## config.mk

```make
export PLATFORM = sky130hd
export DESIGN_NAME = bcm_plane_sequencer
export DESIGN_NICKNAME = d
export VERILOG_FILES = /design/src/rtl/bcm_pkg.sv /design/src/rtl/bcm_on_timer.sv /design/src/rtl/bcm_plane_sequencer.sv
export SDC_FILE = /design/constraint.sdc
export NUM_CORES = 1
export LEC_CHECK = 0
export ABC_AREA = 0
export CAP_MARGIN = 15
export CORE_ASPECT_RATIO = 1.2
export CORE_UTILIZATION = 25
export DETAILED_ROUTE_END_ITERATION = 7
export PLACE_DENSITY = 0.53
export SLEW_MARGIN = 0
export SYNTH_ARGS = -nofsm -noshare
export SYNTH_HDL_FRONTEND = slang
export SYNTH_SLANG_ARGS = --single-unit
```

## constraint.sdc

```tcl
create_clock -name clk_in -period 4.1 [get_ports clk_in]
set_input_delay 1.025 -clock clk_in [delete_from_list [all_inputs] [get_ports clk_in]]
set_output_delay 1.025 -clock clk_in [all_outputs]
set_load 0.02 [all_outputs]
```

## src/rtl/bcm_pkg.sv

```systemverilog
// Shared types and helpers for the BCM plane sequencer.
//   bcm_state_t : sequencer FSM states
//   plane_t     : bit-plane index at the default configuration (8 planes)
//   row_t       : scan-row index at the default configuration (16 rows)
//   tick_width  : tick counter width covering the longest ON or BLANK period
package bcm_pkg;

  localparam int unsigned PLANES_DEF = 8;
  localparam int unsigned ROWS_DEF   = 16;

  typedef enum logic [2:0] {
    IDLE,
    SHIFT_REQ,
    SHIFT_WAIT,
    BLANK,
    LATCH,
    ON
  } bcm_state_t;

  typedef logic [$clog2(PLANES_DEF)-1:0] plane_t;
  typedef logic [$clog2(ROWS_DEF)-1:0]   row_t;

  // Width needed to hold BASE_TICKS<<(PLANES-1), also covering BLANK_TICKS.
  function automatic int unsigned tick_width(input int unsigned base_ticks,
                                             input int unsigned planes,
                                             input int unsigned blank_ticks);
    int unsigned max_ticks;
    max_ticks = base_ticks << (planes - 1);
    if (blank_ticks > max_ticks) max_ticks = blank_ticks;
    return $clog2(max_ticks + 1);
  endfunction

endpackage

```

## src/rtl/bcm_on_timer.sv

```systemverilog
// Loadable down-counter shared by the BLANK and ON periods.
// Ports:
//   i_clk, i_rst_n : clock, synchronous active-low reset
//   i_load         : load i_load_val this cycle (count = i_load_val next cycle)
//   i_load_val     : period length in clocks, must be >= 1
//   o_expired      : high in the cycle the count equals 1 (last cycle of the period)
module bcm_on_timer #(
  parameter int unsigned W = 8
) (
  input  logic         i_clk,
  input  logic         i_rst_n,
  input  logic         i_load,
  input  logic [W-1:0] i_load_val,
  output logic         o_expired
);

  logic [W-1:0] r_cnt;
  logic [W-1:0] w_cnt_nxt;
  logic         r_expired;

  // Next count: load wins, otherwise count down and hold at zero.
  always_comb begin
    w_cnt_nxt = r_cnt;
    if (i_load) begin
      w_cnt_nxt = i_load_val;
    end else if (r_cnt != '0) begin
      w_cnt_nxt = r_cnt - W'(1);
    end
  end

  // Expired is registered from the next count so it lines up with count==1.
  always_ff @(posedge i_clk) begin
    if (!i_rst_n) begin
      r_cnt     <= '0;
      r_expired <= 1'b0;
    end else begin
      r_cnt     <= w_cnt_nxt;
      r_expired <= (w_cnt_nxt == W'(1));
    end
  end

  assign o_expired = r_expired;

endmodule

```

## src/rtl/bcm_plane_sequencer.sv

```systemverilog
// Binary-code-modulation scheduler: for each row walks the bit planes,
// requests a row shift, blanks, latches, then holds OE for BASE_TICKS<<plane.
// Ports:
//   clk_in, reset_n : clock, synchronous active-low reset
//   enable          : run request (sampled in IDLE and at the end of each ON)
//   shift_done      : shifter finished loading (accepted only while waiting)
//   pixel_gc        : gamma-corrected {r,g,b} of the column being shifted
//   rgb_bit         : {r,g,b} bit of the current plane (combinational)
//   shift_start     : 1-clk shift request for shift_row/plane
//   plane/shift_row : plane and row being shifted
//   row_addr        : row driven onto the panel address lines
//   latch, oe_n     : panel LAT pulse and active-low output enable
//   frame_done      : 1-clk pulse after the last plane of the last row
module bcm_plane_sequencer
  import bcm_pkg::*;
#(
  parameter int unsigned PLANES      = 8,
  parameter int unsigned ROWS        = 16,
  parameter int unsigned BASE_TICKS  = 4,
  parameter int unsigned BLANK_TICKS = 2
) (
  input  logic                      clk_in,
  input  logic                      reset_n,
  input  logic                      enable,
  input  logic                      shift_done,
  input  logic [3*PLANES-1:0]       pixel_gc,
  output logic [2:0]                rgb_bit,
  output logic                      shift_start,
  output logic [$clog2(PLANES)-1:0] plane,
  output logic [$clog2(ROWS)-1:0]   shift_row,
  output logic [$clog2(ROWS)-1:0]   row_addr,
  output logic                      latch,
  output logic                      oe_n,
  output logic                      frame_done
);

  localparam int unsigned PL_W  = $clog2(PLANES);
  localparam int unsigned RW_W  = $clog2(ROWS);
  localparam int unsigned CNT_W = tick_width(BASE_TICKS, PLANES, BLANK_TICKS);

  localparam logic [PL_W-1:0] PLANE_LAST = PL_W'(PLANES - 1);
  localparam logic [RW_W-1:0] ROW_LAST   = RW_W'(ROWS - 1);

  bcm_state_t       r_state;
  bcm_state_t       w_next;
  logic [PL_W-1:0]  r_plane;
  logic [RW_W-1:0]  r_shift_row;
  logic [RW_W-1:0]  r_row_addr;
  logic             r_shift_start;
  logic             r_latch;
  logic             r_oe_n;
  logic             r_frame_done;

  logic             w_load;
  logic [CNT_W-1:0] w_load_val;
  logic [CNT_W-1:0] w_on_ticks;
  logic             w_expired;
  logic             w_on_exit;

  logic [PLANES-1:0] w_r;
  logic [PLANES-1:0] w_g;
  logic [PLANES-1:0] w_b;

  // ON period computed at full counter width so the MSB plane never truncates.
  assign w_on_ticks = CNT_W'(BASE_TICKS) << r_plane;
  assign w_on_exit  = (r_state == ON) && w_expired;

  bcm_on_timer #(
    .W (CNT_W)
  ) u_timer (
    .i_clk      (clk_in),
    .i_rst_n    (reset_n),
    .i_load     (w_load),
    .i_load_val (w_load_val),
    .o_expired  (w_expired)
  );

  // State register.
  always_ff @(posedge clk_in) begin
    if (!reset_n) begin
      r_state <= IDLE;
    end else begin
      r_state <= w_next;
    end
  end

  // Next-state and timer load; shift_done outside SHIFT_WAIT is dropped.
  always_comb begin
    w_next     = r_state;
    w_load     = 1'b0;
    w_load_val = '0;
    case (r_state)
      IDLE:       if (enable) w_next = SHIFT_REQ;
      SHIFT_REQ:  w_next = SHIFT_WAIT;
      SHIFT_WAIT: begin
        if (shift_done) begin
          w_next     = BLANK;
          w_load     = 1'b1;
          w_load_val = CNT_W'(BLANK_TICKS);
        end
      end
      BLANK:      if (w_expired) w_next = LATCH;
      LATCH: begin
        w_next     = ON;
        w_load     = 1'b1;
        w_load_val = w_on_ticks;
      end
      ON:         if (w_expired) w_next = enable ? SHIFT_REQ : IDLE;
      default:    w_next = IDLE;
    endcase
  end

  // Registered outputs decoded from the next state; plane/row advance at ON exit.
  always_ff @(posedge clk_in) begin
    if (!reset_n) begin
      r_shift_start <= 1'b0;
      r_latch       <= 1'b0;
      r_oe_n        <= 1'b1;
      r_frame_done  <= 1'b0;
      r_plane       <= '0;
      r_shift_row   <= '0;
      r_row_addr    <= '0;
    end else begin
      r_shift_start <= (w_next == SHIFT_REQ);
      r_latch       <= (w_next == LATCH);
      r_oe_n        <= (w_next != ON);
      r_frame_done  <= 1'b0;
      // Address moves with the latch pulse, while the panel is still blanked.
      if (w_next == LATCH) r_row_addr <= r_shift_row;
      if (w_on_exit) begin
        if (r_plane == PLANE_LAST) begin
          r_plane      <= '0;
          r_shift_row  <= (r_shift_row == ROW_LAST) ? '0 : r_shift_row + RW_W'(1);
          r_frame_done <= (r_shift_row == ROW_LAST);
        end else begin
          r_plane <= r_plane + PL_W'(1);
        end
      end
    end
  end

  // Per-channel slices of the colour word, then pick the current plane's bit.
  assign w_r     = pixel_gc[3*PLANES-1 -: PLANES];
  assign w_g     = pixel_gc[2*PLANES-1 -: PLANES];
  assign w_b     = pixel_gc[PLANES-1:0];
  assign rgb_bit = {w_r[r_plane], w_g[r_plane], w_b[r_plane]};

  assign shift_start = r_shift_start;
  assign plane       = r_plane;
  assign shift_row   = r_shift_row;
  assign row_addr    = r_row_addr;
  assign latch       = r_latch;
  assign oe_n        = r_oe_n;
  assign frame_done  = r_frame_done;

endmodule

```

---- Word level (Yosys, flattened, before mapping) ----
Cells that the tools add are included.
word-level totals
  bits in registers ....................... 29
  bits of input ports ..................... 28
  output and inout bits ................... 18
cells by class
  $add $sub $neg .......................... 3
  magnitude comparators ................... 1
  equality and inequality tests ........... 11
  shift operators ......................... 1
  mux-type cells .......................... 20
  reduce and logical (&&, ||, !) cells .... 5
operators with widths
  operator                                             number
  two-way mux 10 bit                                   2
  one-hot mux 10 bit (2 select lines)                  1
  one-hot mux 3 bit (6 select lines)                   1
  two-way mux 3 bit                                    5
  == test 3 bit (second input constant)                4
  == test 10 x 1 -> 1 bit (second input constant)      1
  nonzero test 10 bit                                  1
  left shift 3 x 3 -> 10 bit (first input constant)    1
  subtractor 10 x 1 -> 10 bit (second input constant)  1
  binary-select mux 1 bit (select 3 bit)               3
  == test 3 x 1 -> 1 bit (second input constant)       2
  == test 3 x 2 -> 1 bit (second input constant)       2
  two-way mux 1 bit                                    5
  adder 4 x 1 -> 4 bit (second input constant)         1
  == test 4 bit (second input constant)                1
  < comparator 3 x 4 -> 1 bit (second input constant)  1
  two-way mux 4 bit                                    1
  adder 3 x 1 -> 3 bit (second input constant)         1
  logical NOT 3 bit                                    1
  inequality test 3 bit (second input constant)        1
  AND reduction 3 bit                                  1
  two-way mux 2 bit                                    1
  one-hot mux 1 bit (2 select lines)                   1
  AND reduction 2 bit                                  1
  logical AND 1 bit                                    1

---- Logic depth before layout (Yosys ltp) ----
Gate-level depths: netlist of the first run.
  word-level depth ........................ 4
  depth in mapped cells ................... 8
  gate-level depth less buffers ........... 7

---- By module ----
A second synthesis of the first run with hierarchy kept.
unflattened totals
  cell total of the unflattened synthesis .. 213
  area, all modules ....................... 1878.1 um^2
by module, submodules not included
  module               instances  cells an instance  area an instance (um^2)
  bcm_plane_sequencer  1          114                1104.8
  bcm_on_timer         1          99                 773.2

---- Least setup slack after synthesis of the first run ----
Ideal clock, no wire load.
  path kind ............................... input port to output port
  start ................................... input pixel_gc[3]
  end ..................................... output rgb_bit[0]
  data arrival time ....................... 1668 ps
  data required time ...................... 3075 ps
  path slack .............................. 1407 ps
  cell stages on the path ................. 3
  path through ............................ mux4_2 nand2_1 nand2_1
on the way
  longest elaborated chain between the ends .. 2
ends and longest elaborated chain
  item                                     RTL line                    RTL
  from (decl)                              bcm_plane_sequencer.sv:26   input logic [3*PLANES-1:0] pixel_gc,
  binary-select mux 1 bit (select 3 bit)   bcm_plane_sequencer.sv:146  assign rgb_bit = {w_r[r_plane], w_g[r_plane], w_b[r_plane]};
  two-way mux 1 bit (not written as such)  bcm_plane_sequencer.sv:146
  to (decl)                                bcm_plane_sequencer.sv:27   output logic [2:0] rgb_bit,
Every way passes these cells. The select of a mux whose other input is x is not followed.

---- Worst setup path in the final report of the first run ----
  start ................................... input pixel_gc[23]
  end ..................................... output rgb_bit[2]
Same word-level chain as after synthesis.

==> Implementation_results.wiki, run 1 <==
{| class="wikitable"
! Metric !! Value
|-
| # resized after CTS || 0
|-
| Overall fraction of global-route tracks in use || 12.0%
|-
| Final slew viol count || 0
|-
| Static leakage || 0.000893 uW
|-
| Clock transition at the registers of the reported paths || 0.06 ns
|-
| Wire length of the first global-routing pass || 7.02 mm
|-
| RSZ-0062 raised after global routing || false
|-
| Maxcap violations || 0
|-
| Syn avg cell area || 9.05 sq um
|-
| Aggregate global routing overflow || 0
|-
| Hold violation total from the final report || 0
|-
| Utilization of the core after routing || 35.3%
|-
| Total length of routed wires || 4.18 mm
|-
| Number of global-route vias before repair || 1541
|-
| Highest clock rate || 279 MHz
|-
| Count of final setup violators || 0
|-
| Category of the worst setup path capture point || output pin
|-
| Detailed router's first-iteration violation count || 132
|-
| Cell accounting for the most synthesized area || dfxtp_1
|-
| Fraction of layout instances using a drive strength above 1 || 10.3%
|-
| VDD IR-drop max || 0.156 mV
|-
| Top Ports || 46
|-
| Clock root buffer || clkbuf_8
|-
| Average vias per placed instance || 4.84
|-
| Netlist area before placement || 0.00180 sq mm
|-
| Die Footprint || 0.00755 sq mm
|-
| Share of the clock period used by the worst path || 87.6%
|-
| CTS sink cnt || 29
|-
| Number of remaining DRC errors || 0
|-
| Number of placement rows || 33
|-
| Relative slew slack || 52.6%
|-
| TritonCTS clock tree || done
|-
| Number of diodes added for antenna fixing || 0
|-
| Wire per inst || 12.7 microns
|-
| Dominant synthesized flop cell || dfxtp_1
|-
| Classification of the worst-slack hold path || flip-flop to flip-flop
|-
| Endpoint arrival time on the critical path || 2.56 ns
|-
| Post-Synthesis Cells || 199
|-
| Maximum clock skew at final layout || 0.00677 ns
|-
| Width of the chip || 79.5 microns
|-
| Estimated wirelength of the detail-placed design || 3.07 mm
|-
| Post-synth cell types || 48
|-
| Port bufs || 45
|-
| # H-tree levels || 2
|-
| Status || complete, no violations
|-
| Core box area || 0.00690 sq mm
|-
| Largest cells by area after synthesis || dfxtp_1 (32%), mux4_2 (7.5%), ha_1 (5.6%), mux2i_1 (5.6%), nand2_1 (4.2%)
|-
| Clk Latency, worst-skew pair || 0.28 ns
|-
| Largest net degree at the start of global routing || 27
|-
| Setup_tns || 0 ns
|-
| Cts bufs inserted || 5
|-
| Number of flops mapped to enable cells by yosys || 0
|-
| Floorplan die height || 95.0 microns
|-
| Kind of critical path || input pin to output pin
|-
| Initial antenna violation count || 0
|-
| Time the final worst path needs with I/O delays and setup || 3.59 ns
|-
| DR vias || 1597
|-
| Hold buffer count at cts || 0
|-
| Flip-flop and latch count after synthesis || 29
|-
| Post-synthesis net count || 235
|-
| Max Fanout on Critical Path || 1
|-
| Number of nets with antenna violations after routing || 0
|-
| Initial Utilization || 26.1%
|-
| Required @ worst endpoint || 3.07 ns
|-
| Worst setup SP type || input pin
|-
| Yosys synthesis warning count || 0
|-
| Length of the first detailed-routing pass in iterations || 4
|-
| Fraction of post-synthesis cell area in the top cell type by area || 32.2%
|-
| Number of buffers inserted by post-CTS setup repair || 0
|-
| Slew at the pin with the worst max-slew slack || 0.707 ns
|-
| Final net count || 278
|-
| Sequential area share after synthesis || 32.2%
|-
| Layout area overhead || 34.9%
|-
| Synth async-reset ratio || 0%
|-
| Clock Path Buffers || 2
|-
| Final GP Congestion || 0.789
|-
| Power density over the cells || 496 mW/mm^2
|}
[synth_stat cells (3+ instances only)]
cell type	count
inv_1	7
dfxtp_1	29
nor2_1	8
o31ai_1	3
and2_1	6
a21oi_1	4
nor2b_1	12
mux2i_1	10
or3_1	3
nor3_1	4
o21ai_1	3
a21boi_0	4
nand4_1	4
clkbuf_1	6
mux4_2	6
o21ai_0	12
nand2_1	20
nand3_1	10
a21boi_1	4
ha_1	8
[registers in the layout, summed over array words and instances (netlist names)]
register and cells:
shift_row 4, r_state 3, u_timer.o_expired 1, row_addr 4
latch 1, u_timer.r_cnt 10, shift_start 1, frame_done 1
plane 3, oe_n 1
[through the flow]
step / setup slack, ns / cell area, sq um / power (uW) / instances / hold WS [ns]
after floorplan: 1.41 / 1800 / 790 / 199 / 0.545
after global placement: 0.492 / 2310 / 910 / 322 / 0.505
after detailed placement: 0.496 / 2310 / 900 / 322 / 0.509
after CTS: 0.494 / 2430 / 1210 / 330 / 0.520
after global routing: 0.444 / 2430 / 1290 / 330 / 0.550
final: 0.510 / 2430 / 1210 / 330 / 0.522
[area by class of cell]
class | instances | area [sq um]
clock buffers | 7 | 86.3
clock inverters | 1 | 30.0
repair buffers | 46 | 458
flip-flops and latches | 29 | 581
multi-input cells | 153 | 1140
fillers | 702 | 4460
inverters | 7 | 26.3
well taps | 87 | 109
[worst max-delay path, cell delays in order]
cell	delay (ns)
clkdlybuf4s50_1	0.41
mux4_2	0.46
nand2_1	0.08
nand2_1	0.05
clkdlybuf4s50_1	0.54
[cells in the final DEF (no fill, tap or decap), types with 3 or more instances in the layout]
cell | synthesis | routed
a21boi_1 | 4 | 4
a21boi_0 | 4 | 4
clkdlybuf4s50_1 | 0 | 45
nand4_1 | 4 | 4
o21ai_1 | 3 | 3
or3_1 | 3 | 3
a21oi_1 | 4 | 4
nor2_1 | 8 | 8
nand2_1 | 20 | 20
and2_1 | 6 | 6
nor3_1 | 4 | 4
nor2b_1 | 12 | 12
o21ai_0 | 12 | 12
mux2i_1 | 10 | 10
dfxtp_1 | 29 | 29
nand3_1 | 10 | 10
inv_1 | 7 | 7
clkbuf_8 | 1 | 6
ha_1 | 8 | 8
mux4_2 | 6 | 6
o31ai_1 | 3 | 3
[final timing paths]
| path | depth (start not counted) | end | from | slack, ns |
|---|---|---|---|---|
| worst max-delay path | 5 | rgb_bit[2] | pixel_gc[23] | 0.51 |
| worst min-delay path | 2 | row_addr[0] | row_addr[0] | 0.52 |
| worst max register to register | 5 | u_timer.o_expired | r_state[2] | 2.01 |
| worst min register to register | 2 | row_addr[0] | row_addr[0] | 0.52 |
[metal layers]
layer / global-route usage [%] / vias to the layer above / share of wire [%]
met4: 4.55 / 0 / 1.5
met5: 0 / - / 0
met1: 14.0 / 743 / 43
li1: - / 806 / -
met3: 2.13 / 5 / 4.0
met2: 21.5 / 43 / 51
[power by group]
part	switching, uW	internal, uW
combinational	274	234
sequential	62.8	327
clock	109	198
total	446	759
[cell families after synthesis]
| family | Yosys count | synth area share, % |
|---|---|---|
| simple gates | 83 | 27.3 |
| fa+ha+maj | 8 | 5.56 |
| compound gates | 44 | 16.5 |
| flops | 29 | 32.2 |
| xor+xnor | 2 | 0.972 |
| buf+inv | 17 | 4.44 |
| mux | 16 | 13.1 |
Power figures use the tool's default switching activity.
==> run 2: changes to the inputs <==
==> constraint.sdc (replaced) <==
create_clock -name clk_in -period 4.1 [get_ports clk_in]
set_input_delay 0.41 -clock clk_in [delete_from_list [all_inputs] [get_ports clk_in]]
set_output_delay 0.41 -clock clk_in [all_outputs]
set_load 0.02 [all_outputs]
==> Implementation_results.wiki, run 2 (same netlist as run 1, synthesis figures left out) <==
{| class="wikitable"
! Metric !! Value
|-
| Count of final setup violators || 0 (unchanged)
|-
| Final slew viol count || 0 (unchanged)
|-
| Top Ports || 46 (unchanged)
|-
| Estimated wirelength of the detail-placed design || 3.07 mm (about the same)
|-
| Layout area overhead || 33.3% (was 34.9%)
|-
| Setup_tns || 0 ns (unchanged)
|-
| Fraction of layout instances using a drive strength above 1 || 10.7% (was 10.3%)
|-
| Relative slew slack || 53.5% (was 52.6%)
|-
| Final net count || 278 (unchanged)
|-
| Length of the first detailed-routing pass in iterations || 4 (unchanged)
|-
| Static leakage || 0.000879 uW (was 0.000893 uW)
|-
| Number of filler cells placed in the layout || 707 (was 702)
|-
| Number of global-route vias before repair || 1565 (was 1541)
|-
| Endpoint arrival time on the critical path || 2.24 ns (was 2.56 ns)
|-
| Post-route total power || 1140 uW (was 1210 uW)
|-
| Category of the worst setup path capture point || output pin (unchanged)
|-
| Commonest non-fill, non-tap cell in the layout || clkdlybuf4s50_1 (unchanged)
|-
| Status || complete, no violations (unchanged)
|-
| Required @ worst endpoint || 3.69 ns (was 3.07 ns)
|-
| Aggregate global routing overflow || 0 (unchanged)
|-
| Wire per inst || 12.5 microns (was 12.7 microns)
|-
| Average vias per placed instance || 4.81 (was 4.84)
|-
| Die Footprint || 0.00755 sq mm (unchanged)
|-
| Width of the chip || 79.5 microns (unchanged)
|-
| Initial antenna violation count || 0 (unchanged)
|-
| Slew at the pin with the worst max-slew slack || 0.694 ns (was 0.707 ns)
|-
| Max Fanout on Critical Path || 12 (was 1)
|-
| Highest clock rate || 378 MHz (was 279 MHz)
|-
| Share of the clock period used by the worst path || 64.6% (was 87.6%)
|-
| Worst setup SP type || flip-flop (was input pin)
|-
| Overall fraction of global-route tracks in use || 12.0% (about the same)
|-
| Worst Slack Setup Final || 1.45 ns (was 0.510 ns)
|-
| Largest net degree at the start of global routing || 27 (unchanged)
|-
| Maximum clock skew at final layout || 0.00600 ns (was 0.00677 ns)
|-
| Clk Latency, worst-skew pair || 0.28 ns (about the same)
|-
| Number of buffers inserted by post-CTS setup repair || 0 (unchanged)
|-
| Clock Path Buffers || 2 (unchanged)
|-
| Kind of critical path || flip-flop to output pin (was input pin to output pin)
|-
| Final GP Congestion || 0.801 (was 0.789)
|-
| Crit Reg-Reg Startpoint || r_state[2] (unchanged)
|-
| Number of nets with antenna violations after routing || 0 (unchanged)
|-
| Classification of the worst-slack hold path || flip-flop to flip-flop (unchanged)
|-
| Number of diodes added for antenna fixing || 0 (unchanged)
|-
| Maxcap violations || 0 (unchanged)
|-
| Clock transition at the registers of the reported paths || 0.07 ns (was 0.06 ns)
|-
| # H-tree levels || 2 (unchanged)
|-
| Power density over the cells || 474 mW/mm^2 (was 496 mW/mm^2)
|-
| Detailed router's first-iteration violation count || 88 (was 132)
|-
| Hold violation total from the final report || 0 (unchanged)
|-
| Largest register FFs || 10 (unchanged)
|-
| TritonCTS clock tree || done (unchanged)
|-
| Floorplan die height || 95.0 microns (unchanged)
|-
| Highest-count cells in the layout ignoring fill and taps || clkdlybuf4s50_1 (45), dfxtp_1 (29), nand2_1 (20) (unchanged)
|-
| Time the final worst path needs with I/O delays and setup || 2.65 ns (was 3.59 ns)
|-
| Number of placement rows || 33 (unchanged)
|-
| DR vias || 1587 (was 1597)
|-
| Pre-CTS setup slack || 1.73 ns (was 0.496 ns)
|-
| Core box area || 0.00690 sq mm (unchanged)
|-
| Total length of routed wires || 4.13 mm (was 4.18 mm)
|-
| VDD IR-drop max || 0.139 mV (was 0.156 mV)
|-
| # resized after CTS || 0 (unchanged)
|-
| CTS sink cnt || 29 (unchanged)
|-
| Worst setup startpoint || plane[0] (was pixel_gc[23])
|-
| Cts bufs inserted || 5 (unchanged)
|-
| Clock root buffer || clkbuf_8 (unchanged)
|-
| Wire length of the first global-routing pass || 7.00 mm (was 7.02 mm)
|-
| Number of remaining DRC errors || 0 (unchanged)
|-
| Min-delay src || row_addr[0] (unchanged)
|-
| Post-Place Cells || 322 (unchanged)
|-
| Hold buffer count at cts || 0 (unchanged)
|-
| Non-filler instance count after layout || 330 (unchanged)
|-
| RSZ-0062 raised after global routing || false (unchanged)
|-
| Largest register by flop count || u_timer.r_cnt (unchanged)
|-
| Initial Utilization || 26.1% (unchanged)
|-
| Port bufs || 45 (unchanged)
|}
run 2: changes by cell type in the layout (fill, tap and decap cells not counted), sizes merged:
cell	change
clkbuf	-2
clkinv	+2
bufinv	-1
clkinvlp	+1
run 2: metrics by stage:
step / hold slack (ns) / instance area, sq um / util, %
2_1_floorplan: 0.545 / 1800 / -
3_3_place_gp: 0.506 / 2310 / 33.6
3_5_place_dp: 0.508 / 2310 / 33.6
4_1_cts: 0.529 / 2400 / 34.8
5_1_grt: 0.550 / 2400 / 34.8
6_report: 0.517 / 2400 / 34.8
run 2: cell type report:
class | count | area, sq um | area share, %
sequential | 29 | 581 | 24.2
tap | 87 | 109 | 4.53
clock buffer | 5 | 68.8 | 2.87
clock inverter | 3 | 17.5 | 0.730
multi-input combinational | 153 | 1140 | 47.5
timing repair buffer | 46 | 458 | 19.1
inverter | 7 | 26.3 | 1.09
run 2: layer usage:
layer	vias to the layer above	GRT usage, %	wire length [microns]
met2	36	20.7	2050
li1	808	-	-
met4	0	4.85	60
met3	6	3.09	166
met5	-	0	0
met1	737	14.0	1850
run 2: final timing paths:
path / cells past startpoint / slack, ns / to
worst min-delay path: 2 / 0.52 / row_addr[0]
worst max-delay path: 4 / 1.45 / rgb_bit[2]
worst min register to register: 2 / 0.52 / row_addr[0]
worst max register to register: 5 / 2.09 / u_timer.o_expired
run 2: worst max-delay path: stages, from the launching register on:
cell	delay (ns)
dfxtp_1	0.70
mux4_2	0.58
nand2_1	0.08
nand2_1	0.05
clkdlybuf4s50_1	0.54
run 2: report_power, final:
part	internal (uW)	total, uW	switching, uW
Sequential	327	391	64.3
Clock	117	235	118
Combinational	234	511	277
